--- config.mk ---
export PLATFORM = sky130hd
export DESIGN_NAME = commit_queue
export DESIGN_NICKNAME = d
export VERILOG_FILES = /design/src/rtl/rv32i_types.sv /design/src/rtl/commit_fifo.sv /design/src/rtl/commit_queue.sv
export SDC_FILE = /design/constraint.sdc
export NUM_CORES = 1
export LEC_CHECK = 0
export CELL_PAD_IN_SITES_DETAIL_PLACEMENT = 0
export CELL_PAD_IN_SITES_GLOBAL_PLACEMENT = 1
export CORE_MARGIN = 2
export CORE_UTILIZATION = 28
export DETAILED_ROUTE_END_ITERATION = 10
export PLACE_DENSITY = 0.61
export SLEW_MARGIN = 30
export SYNTH_ARGS = -nofsm -noshare
export SYNTH_HDL_FRONTEND = slang
export SYNTH_SLANG_ARGS = --single-unit
--- constraint.sdc ---
create_clock -name clk -period 7.6 [get_ports clk]
set_input_delay 2.28 -clock clk [delete_from_list [all_inputs] [get_ports clk]]
set_output_delay 2.28 -clock clk [all_outputs]
set_load 0.005 [all_outputs]
--- src/rtl/rv32i_types.sv ---
// Shared RV32I pipeline types: the queued commit entry and the retirement
// record handed to the monitor.
package rv32i_types;

  typedef struct packed {
    logic [31:0] pc;
    logic [31:0] insn;
    logic [4:0]  rd;
    logic        trap;
  } commit_entry_t;

  typedef struct packed {
    logic        valid;
    logic [31:0] pc_rdata;
    logic [31:0] pc_wdata;
    logic [31:0] insn;
    logic        trap;
    logic [4:0]  rd_addr;
    logic [31:0] rd_wdata;
    logic [63:0] order;
  } commit_record_t;

endpackage

--- src/rtl/commit_fifo.sv ---
// Circular buffer of commit entries with push/pop/clear and an occupancy count.
// A same-cycle pop still reads the head before clear empties the buffer.
module commit_fifo
  import rv32i_types::*;
#(
  parameter int unsigned DEPTH = 8
) (
  input  logic                     clk,
  input  logic                     rst,
  input  logic                     push,
  input  commit_entry_t            push_entry,
  input  logic                     pop,
  input  logic                     clear,
  output commit_entry_t            head_entry,
  output logic [$clog2(DEPTH):0]   count,
  output logic                     full,
  output logic                     empty
);

  localparam int unsigned PtrW = $clog2(DEPTH);
  localparam logic [PtrW:0] FullCount = (PtrW + 1)'(DEPTH);

  commit_entry_t     mem_q [DEPTH];
  logic [PtrW-1:0]   head_q, tail_q;
  logic [PtrW:0]     count_q;

  // Storage carries no reset; validity is tracked by the pointers and count.
  always_ff @(posedge clk) begin
    if (push) begin
      mem_q[tail_q] <= push_entry;
    end
  end

  always_ff @(posedge clk) begin
    if (rst || clear) begin
      head_q  <= '0;
      tail_q  <= '0;
      count_q <= '0;
    end else begin
      if (push) tail_q <= tail_q + 1'b1;
      if (pop)  head_q <= head_q + 1'b1;
      count_q <= count_q + {{PtrW{1'b0}}, push} - {{PtrW{1'b0}}, pop};
    end
  end

  assign head_entry = mem_q[head_q];
  assign count      = count_q;
  assign full       = (count_q == FullCount);
  assign empty      = (count_q == '0);

endmodule

--- src/rtl/commit_queue.sv ---
// In-order retirement tracker feeding an RVFI-style monitor.
// Optional COMMIT_QUEUE_TRAP_HALT_EN: retiring a trapped entry halts the queue until reset.
module commit_queue
  import rv32i_types::*;
#(
  parameter int unsigned DEPTH = 8
) (
  input  logic                     clk,
  input  logic                     rst,
  input  logic                     push_valid,
  input  logic                     push_commit,
  output logic                     push_ready,
  input  logic [31:0]              push_pc,
  input  logic [31:0]              push_insn,
  input  logic [4:0]               push_rd,
  input  logic                     push_trap,
  input  logic                     wb_valid,
  input  logic [31:0]              wb_pc_next,
  input  logic [31:0]              wb_rd_wdata,
  input  logic                     flush,
  output logic                     mon_valid,
  output logic [31:0]              mon_pc_rdata,
  output logic [31:0]              mon_pc_wdata,
  output logic [31:0]              mon_insn,
  output logic                     mon_trap,
  output logic [4:0]               mon_rd_addr,
  output logic [31:0]              mon_rd_wdata,
  output logic [63:0]              mon_order,
  output logic [$clog2(DEPTH):0]   count,
  output logic                     err
);

  commit_entry_t  push_entry, head_entry;
  commit_record_t rec_q;
  logic [63:0]    order_q;
  logic           err_q;
  logic           halted;
  logic           full, empty;
  logic           do_push, do_pop, bad_pop;

  assign push_entry = '{pc: push_pc, insn: push_insn, rd: push_rd, trap: push_trap};

  // push_ready comes from registered state only, so wb_valid never reaches it.
  assign push_ready = !full && !halted;
  assign do_push    = push_valid && push_commit && push_ready && !flush;
  assign do_pop     = wb_valid && !empty && !halted;
  assign bad_pop    = wb_valid && empty && !halted;

  commit_fifo #(
    .DEPTH (DEPTH)
  ) u_fifo (
    .clk        (clk),
    .rst        (rst),
    .push       (do_push),
    .push_entry (push_entry),
    .pop        (do_pop),
    .clear      (flush),
    .head_entry (head_entry),
    .count      (count),
    .full       (full),
    .empty      (empty)
  );

  always_ff @(posedge clk) begin
    if (rst) begin
      rec_q   <= '0;
      order_q <= '0;
      err_q   <= 1'b0;
    end else begin
      rec_q.valid <= do_pop;
      if (do_pop) begin
        rec_q.pc_rdata <= head_entry.pc;
        rec_q.pc_wdata <= wb_pc_next;
        rec_q.insn     <= head_entry.insn;
        rec_q.trap     <= head_entry.trap;
        rec_q.rd_addr  <= head_entry.rd;
        rec_q.rd_wdata <= (head_entry.rd == 5'd0) ? 32'd0 : wb_rd_wdata;
        rec_q.order    <= order_q;
        order_q        <= order_q + 64'd1;
      end
      if (bad_pop) err_q <= 1'b1;
    end
  end

`ifdef COMMIT_QUEUE_TRAP_HALT_EN
  logic halted_q;

  always_ff @(posedge clk) begin
    if (rst) begin
      halted_q <= 1'b0;
    end else if (do_pop && head_entry.trap) begin
      halted_q <= 1'b1;
    end
  end

  assign halted = halted_q;
`else
  assign halted = 1'b0;
`endif

  assign mon_valid    = rec_q.valid;
  assign mon_pc_rdata = rec_q.pc_rdata;
  assign mon_pc_wdata = rec_q.pc_wdata;
  assign mon_insn     = rec_q.insn;
  assign mon_trap     = rec_q.trap;
  assign mon_rd_addr  = rec_q.rd_addr;
  assign mon_rd_wdata = rec_q.rd_wdata;
  assign mon_order    = rec_q.order;
  assign err          = err_q;

endmodule

==> results of run 1 <==
==> registers in the layout (all words and copies together) (netlist names), 4 cells and up, named ones only <==
signal / cells
mon_insn: 32
order_q: 64
mon_rd_addr: 5
u_fifo.mem_q: 560
mon_pc_rdata: 32
mon_order: 64
mon_rd_wdata: 32
mon_pc_wdata: 32
u_fifo.count: 4
==> synth_stat cells, drive strengths merged (20+ instances only) <==
cell | n | area share (%)
or4 | 24 | 0.57
edfxtp | 560 | 54
dfxtp | 277 | 18
o211ai | 32 | 0.76
o31ai | 22 | 0.53
clkbuf | 97 | 1.2
mux2i | 70 | 2.2
nand4 | 20 | 0.40
nand2 | 253 | 3.0
buf | 37 | 0.57
mux4 | 140 | 10
nor2 | 115 | 1.4
a21oi | 170 | 2.7
inv | 22 | 0.26
a211oi | 69 | 1.6
nand3 | 27 | 0.45
==> critical path, delay by kind of cell <==
| kind | cells | cell delay (ns) |
|---|---|---|
| xor gates and xnor gates | 1 | 0.13 |
| adders and majority gates | 2 | 0.56 |
| AOI/OAI and AO/OA | 2 | 0.33 |
| and+or+nand+nor | 2 | 0.55 |
| buffers and inverters | 3 | 1.29 |
==> report_power, final <==
| group | internal, W | leakage, nW | switching [W] |
|---|---|---|---|
| sequential | 0.00515 | 7.29 | 0.000179 |
| clock | 0.00265 | 1.51 | 0.00187 |
| combinational | 0.000928 | 3.18 | 0.000987 |
| total | 0.00873 | 12.0 | 0.00304 |
==> final cells by class <==
class | count | share of cell area (%)
antenna | 5 | 0.03147
clock buffer | 119 | 6.276
clock inverter | 54 | 1.548
inverter | 22 | 0.2266
multi-input combinational | 1067 | 21.42
sequential | 837 | 56.28
tap | 1488 | 4.683
timing repair buffer | 375 | 9.533
==> metal layers <==
| metal | global-route usage [%] | vias up | wire length [um] |
|---|---|---|---|
| met2 | 21.58 | 455 | 37430 |
| met3 | 3.247 | 110 | 4923 |
| met5 | 0 | - | 52 |
| met1 | 18.18 | 9313 | 35460 |
| met4 | 3.917 | 8 | 1369 |
| li1 | - | 8550 | - |
==> through the flow <==
stage                     setup WS [ns]  hold slack [ns]  util [%]  cell area [um2]  total power, W
final                             2.896           0.4499     35.82            39750         0.01176
after global routing              2.662           0.4675     35.81            39740         0.01234
after CTS                         2.888           0.4542     35.76            39690         0.01196
after detailed placement          2.176           0.4468     32.96            36580        0.007374
after global placement            2.065           0.4413     32.92            36540        0.007342
after floorplan                   1.287           0.4407         -            31440        0.006395
==> worst paths after layout <==
path | start | to | slack, ns | cells past startpoint
hold reg to reg | mon_pc_wdata[26] | mon_pc_wdata[26] | 0.45 | 2
setup / recovery | wb_valid | u_fifo.count[3] | 2.90 | 10
hold / removal | mon_pc_wdata[26] | mon_pc_wdata[26] | 0.45 | 2
setup reg to reg | flip-flop | mon_rd_wdata[16] | 3.61 | 8
==> logic make-up after synthesis <==
kind of cell / after synthesis
simple gates: 505
xor+xnor: 25
buf+inv: 156
compound gates: 314
flops: 837
fa+ha+maj: 10
mux: 213
==> results.md, run 1 <==
* Status: complete, no violations
* Total GRT Usage at 13.49%
* Synthesized cell area at 31,430 um2
* Core Box Area at 111,000 um2
* Crit share post-route at 61.90%
* Share of cells above drive strength 1 at 13.66%
* Worst slew pin tran at 0.9726 ns
* Initial antenna violation count at 8
* Vias per Instance at 4.647
* Largest net degree at the start of global routing at 154
* CTS Sinks at 837
* Mux share of post-synthesis cell area at 12.37%
* Die width at 339.0 um
* Most common cell after layout, fill and taps aside: edfxtp_1
* Post-Syn Nets at 2,210
* Filler cell count in the final layout at 10,590
* Crit path largest cell delay at 0.64 ns
* Final clock skew at 0.03392 ns
* Worst-path clk slew at 0.06 ns
* HP Class: reg2reg
* Most frequent cells in the layout: edfxtp_1, clkdlybuf4s50_1, dfxtp_1
* Total wire length at 79.23 mm
* Crit path DAT at 5.23 ns
* # IOs at 345
* Initial Utilization at 28.32%
* CP cell instances: clkdlybuf4s50_1 -> nand2b_4 -> inv_8 -> ha_1 -> inv_1 -> ha_1 -> a21o_1 -> a21oi_1 -> xnor2_1 -> nor2_1
* DRT Pass-1 Iters at 7
* Post-synth EDFFs at 560
* Die area at 114,900 um2
* Adder-Cell Fraction of Synth Area at 0.4220%
* Cts repair resizes at 0
* # setup viols final at 0
* Cells after Synth at 2,060
* Crit path time final at 4.704 ns
* H-tree Lvls at 3
* Pwr dens at 295.9 nW/um2
* Critical Path Source Type: primary input
* Synth-to-layout area growth at 26.48%
* Synthesized area per cell at 15.26 um2
* CTS buffer count at 92
* First DRT Iteration DRCs at 1,305
* Final Hold Vio Count at 0
* Hold Buf Count CTS at 0
* Worst vdd ir at 0.2004 mV
* Clock Tree Root: clkbuf_16
* Crit end category: flip-flop
* Register area share after synthesis at 71.15%
* Avg WL per Cell at 19.97 um
* FF+latch area at 22,370 um2
* Final HPWL DP at 49.30 mm
* Clk Latency, worst-skew pair at 0.67 ns
* GP Congestion at 0.7572
* Max Freq at 212.6 MHz
* Critical path's slowest cell: inv_8
* First-pass GRT wire length at 119.8 mm
* Remaining DRCs at 0
* Setup bufs post-CTS at 0
* Placed insts at 3,787
* YS warnings at 0
* Die Span Y at 339.0 um
* Post-synthesis simple-gate area fraction at 7.341%
* RSZ-0062 raised after global routing: no
* #FFs+latches synth at 837
* CTS tree: built
* Multi-input gate area at 8517 um2
* Synth unique cells at 46
* Max FO, Critical Path at 122
* IO Port Bufs at 344
* Longest Clk Path Bufs at 3
* Via count at 18,440
* Crit Path Class: in2reg
* Post-synthesis compound-gate area fraction at 6.031%
* Cell row count at 122
* Req. time, crit path at 8.13 ns
* Synth Area in XOR/XNOR at 0.6967%
* Most used flip-flop cell after synthesis: edfxtp_1
* Largest family of logic cells by synthesized area: multiplexers
* Max-cap violation count at 0
* Worst slew margin at 35.16%
* Lkg Pwr at 11.97 nW
* Non-filler cells in the finished layout at 3,967
* Vias in the first global route at 18,860
* Max-slew violation count at 0
* Final ANT Viol Nets at 0
* Net count, final at 2,545
* Overflow after GRT at 0
* CP dominant cell by count: ha_1
* Async S/R FF share, synth at 0%
* Post-route setup TNS at 0 ns
No activity file was read; power rests on OpenSTA's default activity.
==> run 2, diff against run 1 <==
--- a/config.mk
+++ b/config.mk
@@ -10,7 +10,7 @@
 export CORE_MARGIN = 2
 export CORE_UTILIZATION = 28
 export DETAILED_ROUTE_END_ITERATION = 10
-export PLACE_DENSITY = 0.61
+export PLACE_DENSITY = 0.59
 export SLEW_MARGIN = 30
 export SYNTH_ARGS = -nofsm -noshare
 export SYNTH_HDL_FRONTEND = slang
==> constraint.sdc (replaced) <==
create_clock -name clk -period 4.6 [get_ports clk]
set_input_delay 1.38 -clock clk [delete_from_list [all_inputs] [get_ports clk]]
set_output_delay 1.38 -clock clk [all_outputs]
set_load 0.005 [all_outputs]
==> run 2 against run 1 <==
Against the previous run: combinational power rose by 66%; register-to-register slack got worse by 2.1 ns; via count fell by 0.14%; sequential share of layout area fell by 0.31 points; first-iteration DRC count fell by 17%; utilization rose by 0.20 points; power rose by 67%; sequential power rose by 65%; critical endpoint is now push_ready; highest routed layer unchanged.
==> results.md, run 2 (synthesis gave the netlist of run 1 again) <==
* Worst hold margin at 0.4515 ns
* Die Span Y at 339.0 um
* Crit path DAT at 2.27 ns
* Min-Delay Path Depth at 2
* Via count at 18,410
* CTS tree: built
* Max-slew violation count at 0
* Max-cap violation count at 0
* Initial antenna violation count at 2
* H-tree Lvls at 3
* Reg2reg setup slack at 1.51 ns
* Total wire length at 79.00 mm
* Worst vdd ir at 0.4465 mV
* First DRT Iteration DRCs at 1,085
* Min-Delay Endpoint: mon_order[38]
* Setup bufs post-CTS at 0
* # setup viols final at 0
* Synth-to-layout area growth at 27.18%
* Vias in the first global route at 19,060
* Clock Power Share at 39.1%
* Crit share post-route at 79.33%
* Sequential power share at 44.7%
* Worst slew margin at 43.39%
* Non-filler cells in the finished layout at 3,968
* Worst-path clk slew at 0.06 ns
* Status: complete, no violations
* Avg WL per Cell at 19.91 um
* Largest net degree at the start of global routing at 109
* Total GRT Usage at 13.55%
* IO Port Bufs at 344
* Clock Tree Root: clkbuf_16
* RR Startpoint: u_fifo.count[2]
* Internal at 0.01466 W
* Clk Latency, worst-skew pair at 0.68 ns
* Crit end category: primary output
* Pwr dens at 491.5 nW/um2
* Critical path's slowest cell: or3b_2
* Remaining DRCs at 0
* Largest Register: u_fifo.mem_q
* Final ANT Viol Nets at 0
* Filler cell count in the final layout at 10,520
* Cell Area, Placed at 36,730 um2
* Final Hold Vio Count at 0
* Hold Startpoint: mon_order[38]
* Die area at 114,900 um2
* CP top delay family: buffers and inverters
* Cts repair resizes at 0
* Met3 WL at 4.223 mm
* Crit path largest cell delay at 0.57 ns
* Comb pwr share at 16.2%
* Crit path time final at 3.649 ns
* Metal2 WL at 37.95 mm
* Lkg Pwr at 12.08 nW
* Vias per Instance at 4.640
* DRT Pass-1 Iters at 5
* Reg-to-reg critical path endpoint: u_fifo.count[2]
* # IOs at 345
* Uppermost layer routed: met5
* Most common cell after layout, fill and taps aside: edfxtp_1
* CTS Sinks at 837
* Placed insts at 3,796
* Max Freq at 274.0 MHz
* CP cell instances: inv_1 -> ha_1 -> or3b_2 -> clkdlybuf4s50_1
* Critical path depth at 4
* Net count, final at 2,551
* Buf+Inv Stages, Crit Path at 2
* Number of flip-flops in the largest register at 560
* GP Congestion at 0.7485
* First-pass GRT wire length at 120.1 mm
* Sw Pwr at 0.004984 W
* Total power at 0.01965 W
* RSZ-0062 raised after global routing: no
* Cell row count at 122
* Switching Share at 25.37%
* Worst slew pin tran at 0.8491 ns
* Reg2Reg Depth at 11
* Max FO, Critical Path at 3
* Req. time, crit path at 3.22 ns
* Most frequent cells in the layout: edfxtp_1, clkdlybuf4s50_1, dfxtp_1
* Critical Path Source Type: flip-flop
* Longest Clk Path Bufs at 3
* Core Box Area at 111,000 um2
* Crit Path Class: reg2out
* Finished Cell Area at 39,970 um2
* Die width at 339.0 um
* Overflow after GRT at 0
* CTS buffer count at 91
* Initial Utilization at 28.32%
* HP Class: reg2reg
* Share of cells above drive strength 1 at 14.25%
* Final HPWL DP at 49.43 mm
* Final clock skew at 0.04109 ns
* Wl on met1 at 35.06 mm
* Hold Buf Count CTS at 0
run 2: per-layer routing:
metal  up-vias  track usage (%)
met5         -                0
met4         2            4.102
met3       111            3.174
met2       412            22.44
met1      9325            17.58
li1       8560                -
run 2: per-stage QoR:
| step | setup TNS [ns] | utilization [%] | worst slack [ns] |
|---|---|---|---|
| floorplan | -304.63 | - | -0.8122 |
| global placement | 0 | 33.08 | 0.7248 |
| detailed placement | 0 | 33.10 | 0.7790 |
| CTS | 0 | 36.01 | 0.8593 |
| global route | 0 | 36.02 | 0.8245 |
| finish | 0 | 36.02 | 0.9508 |
run 2: layout make-up:
type | instances | area, um2 | area share, %
sequential | 837 | 22370 | 55.97
tap | 1488 | 1862 | 4.658
timing repair buffer | 382 | 3895 | 9.744
inverter | 22 | 90.09 | 0.2254
clock inverter | 56 | 737.0 | 1.844
multi-input combinational | 1067 | 8517 | 21.31
antenna | 2 | 5.005 | 0.01252
clock buffer | 114 | 2495 | 6.241
run 2: worst max path at each step:
stage                         end  slack [ns]       startpoint
5_1_grt                push_ready        0.82  u_fifo.count[2]
3_5_place_dp      u_fifo.count[1]        0.78         wb_valid
3_3_place_gp      u_fifo.count[3]        0.72         wb_valid
2_1_floorplan  u_fifo.mem_q[2][0]       -0.81            flush
6_report               push_ready        0.95  u_fifo.count[2]
4_1_cts                push_ready        0.86  u_fifo.count[2]
run 2: tightest hold or removal path, cell delays in order, from the launching register on:
cell     delay (ns)
dfxtp_1        0.30
nand2_1        0.05
a21oi_1        0.05
run 2: power by group through the flow:
stage	logic, W	clock network (W)	registers, W
final	0.00318	0.00768	0.00878
after global routing	0.00351	0.00826	0.00885
after CTS	0.00327	0.00793	0.00879
after detailed placement	0.00324	0	0.00894
after global placement	0.00322	0	0.00893
after floorplan	0.00164	0	0.00893
==> run 3, diff against run 2 <==
--- a/config.mk
+++ b/config.mk
@@ -10,7 +10,7 @@
 export CORE_MARGIN = 2
 export CORE_UTILIZATION = 28
 export DETAILED_ROUTE_END_ITERATION = 10
-export PLACE_DENSITY = 0.59
+export PLACE_DENSITY = 0.61
 export SLEW_MARGIN = 30
 export SYNTH_ARGS = -nofsm -noshare
 export SYNTH_HDL_FRONTEND = slang
==> constraint.sdc (replaced) <==
create_clock -name clk -period 3.3 [get_ports clk]
set_input_delay 0.99 -clock clk [delete_from_list [all_inputs] [get_ports clk]]
set_output_delay 0.99 -clock clk [all_outputs]
set_load 0.005 [all_outputs]
==> run 3 against run 2 <==
Against the previous run: count of clock-buffer cells in the layout up 15; wire length up 4.5%; final cell count is 1.2% higher; highest routed layer unchanged.
==> results.md, run 3 (synthesis gave the netlist of run 1 again) <==
* Vias in the first global route at 19,470
* Sequential power share at 45.3%
* Setup bufs post-CTS at 0
* Crit path DAT at 2.08 ns
* Critical Path Source Type: flip-flop
* IO Port Bufs at 344
* GP Congestion at 0.7576
* Clock Power Share at 37.8%
* Die width at 339.0 um
* Number of flip-flops in the largest register at 560
* Status: complete, no violations
* Net count, final at 2,594
* Lkg Pwr at 12.35 nW
* Avg WL per Cell at 20.56 um
* Switching Share at 26.05%
* Pwr dens at 669.4 nW/um2
* Initial antenna violation count at 12
* Worst slew pin tran at 0.9328 ns
* Largest net degree at the start of global routing at 133
* Crit path time final at 3.070 ns
* Crit end category: primary output
* CTS buffer count at 92
* Metal2 WL at 39.15 mm
* Total power at 0.02722 W
* HP Class: reg2reg
* Core Box Area at 111,000 um2
* Max-cap violation count at 0
* Final clock skew at 0.03620 ns
* Max FO, Critical Path at 3
* Most frequent cells in the layout: edfxtp_1, clkdlybuf4s50_1, dfxtp_1
* CP cell instances: inv_1 -> ha_1 -> or3b_4 -> clkdlybuf4s50_1
* Crit Path Class: reg2out
* Worst slew margin at 37.82%
* Final HPWL DP at 53.18 mm
* First-pass GRT wire length at 124.2 mm
* Via count at 18,760
* Total wire length at 82.55 mm
* Remaining DRCs at 0
* Worst-path clk slew at 0.06 ns
* CTS tree: built
* Finished Cell Area at 40,670 um2
* Worst hold margin at 0.4528 ns
* Final core occ at 36.64%
* Non-filler cells in the finished layout at 4,014
* Crit path largest cell delay at 0.46 ns
* Longest Clk Path Bufs at 3
* Placed insts at 3,838
* Most common cell after layout, fill and taps aside: edfxtp_1
* Share of cells above drive strength 1 at 15.50%
* Cell Area, Placed at 37,570 um2
* Die Span Y at 339.0 um
* Synth-to-layout area growth at 29.38%
* H-tree Lvls at 3
* Buf+Inv Stages, Crit Path at 2
* Max-slew violation count at 0
* Final Hold Vio Count at 0
* RSZ-0062 raised after global routing: no
* # IOs at 345
* Req. time, crit path at 2.31 ns
* Clk Latency, worst-skew pair at 0.67 ns
* Worst vdd ir at 0.5598 mV
* Vias per Instance at 4.673
* Largest Register: u_fifo.mem_q
* Met3 WL at 5.815 mm
* Internal at 0.02013 W
* CP top delay family: buffers and inverters
* DRT Pass-1 Iters at 7
* Total GRT Usage at 14.15%
* Critical path's slowest cell: clkdlybuf4s50_1
* Max Freq at 325.7 MHz
* Initial Utilization at 28.32%
* Clock Tree Root: clkbuf_16
* CTS Sinks at 837
* Overflow after GRT at 0
* First DRT Iteration DRCs at 1,261
* Sw Pwr at 0.007093 W
* Hold Buf Count CTS at 0
* Crit share post-route at 93.04%
* Uppermost layer routed: met5
* # setup viols final at 0
* Cell row count at 122
* Wl on met1 at 35.61 mm
* Comb pwr share at 16.9%
* Final ANT Viol Nets at 0
* Die area at 114,900 um2
## run 3: cell count changes in the layout (fill, tap and decap cells not counted), sizes merged
cell | before | now
clkinv | 35 | 27
diode | 2 | 4
inv | 25 | 23
buf | 39 | 81
clkbuf | 114 | 129
clkinvlp | 5 | 8
bufinv | 13 | 7
## run 3: worst paths after layout
check	from	endpoint	slack (ns)	cells past startpoint
worst min register to register	mon_rd_wdata[27]	mon_rd_wdata[27]	0.45	2
worst min-delay path	mon_rd_wdata[27]	mon_rd_wdata[27]	0.45	2
worst max register to register	flip-flop	mon_rd_wdata[23]	0.69	6
worst max-delay path	u_fifo.count[2]	push_ready	0.23	4
## run 3: worst min-delay path, stage by stage, from the launching register on
cell	delay, ns
dfxtp_1	0.30
nand2_1	0.05
a21oi_1	0.05
## run 3: layout make-up
class                   instances  area (um2)
fillers                     10470       70310
flip-flops and latches        837       22370
inverters                      22       90.09
diodes                          4       10.01
clock inverters                43       519.2
multi-input cells            1067        8534
clock buffers                 129        2565
repair buffers                424        4712
well taps                    1488        1862
## run 3: power by group through the flow
stage | clock network [W] | logic, W | registers [W]
6_report | 0.0103 | 0.00459 | 0.0123
5_1_grt | 0.0110 | 0.00506 | 0.0124
4_1_cts | 0.0106 | 0.00470 | 0.0124
3_5_place_dp | 0 | 0.00468 | 0.0126
3_3_place_gp | 0 | 0.00462 | 0.0125
2_1_floorplan | 0 | 0.00229 | 0.0124
## run 3: metal layers
metal | global-route usage (%) | up-vias
li1 | - | 8659
met2 | 23.25 | 467
met4 | 3.685 | 20
met3 | 4.256 | 139
met5 | 0 | -
met1 | 18.16 | 9472
## run 3: per-stage QoR
step / setup TNS, ns / worst slack (ns)
finish: 0 / 0.2296
global route: 0 / 0.1087
CTS: 0 / 0.03753
detailed placement: 0 / 0.1437
global placement: 0 / 0.2204
floorplan: -195.32 / -0.4326
## run 3: what timing repair did
item,4_1_cts,5_1_grt
resized for setup,0,1
endpoints found under the hold margin,0,0
setup endpoints to repair,0,1
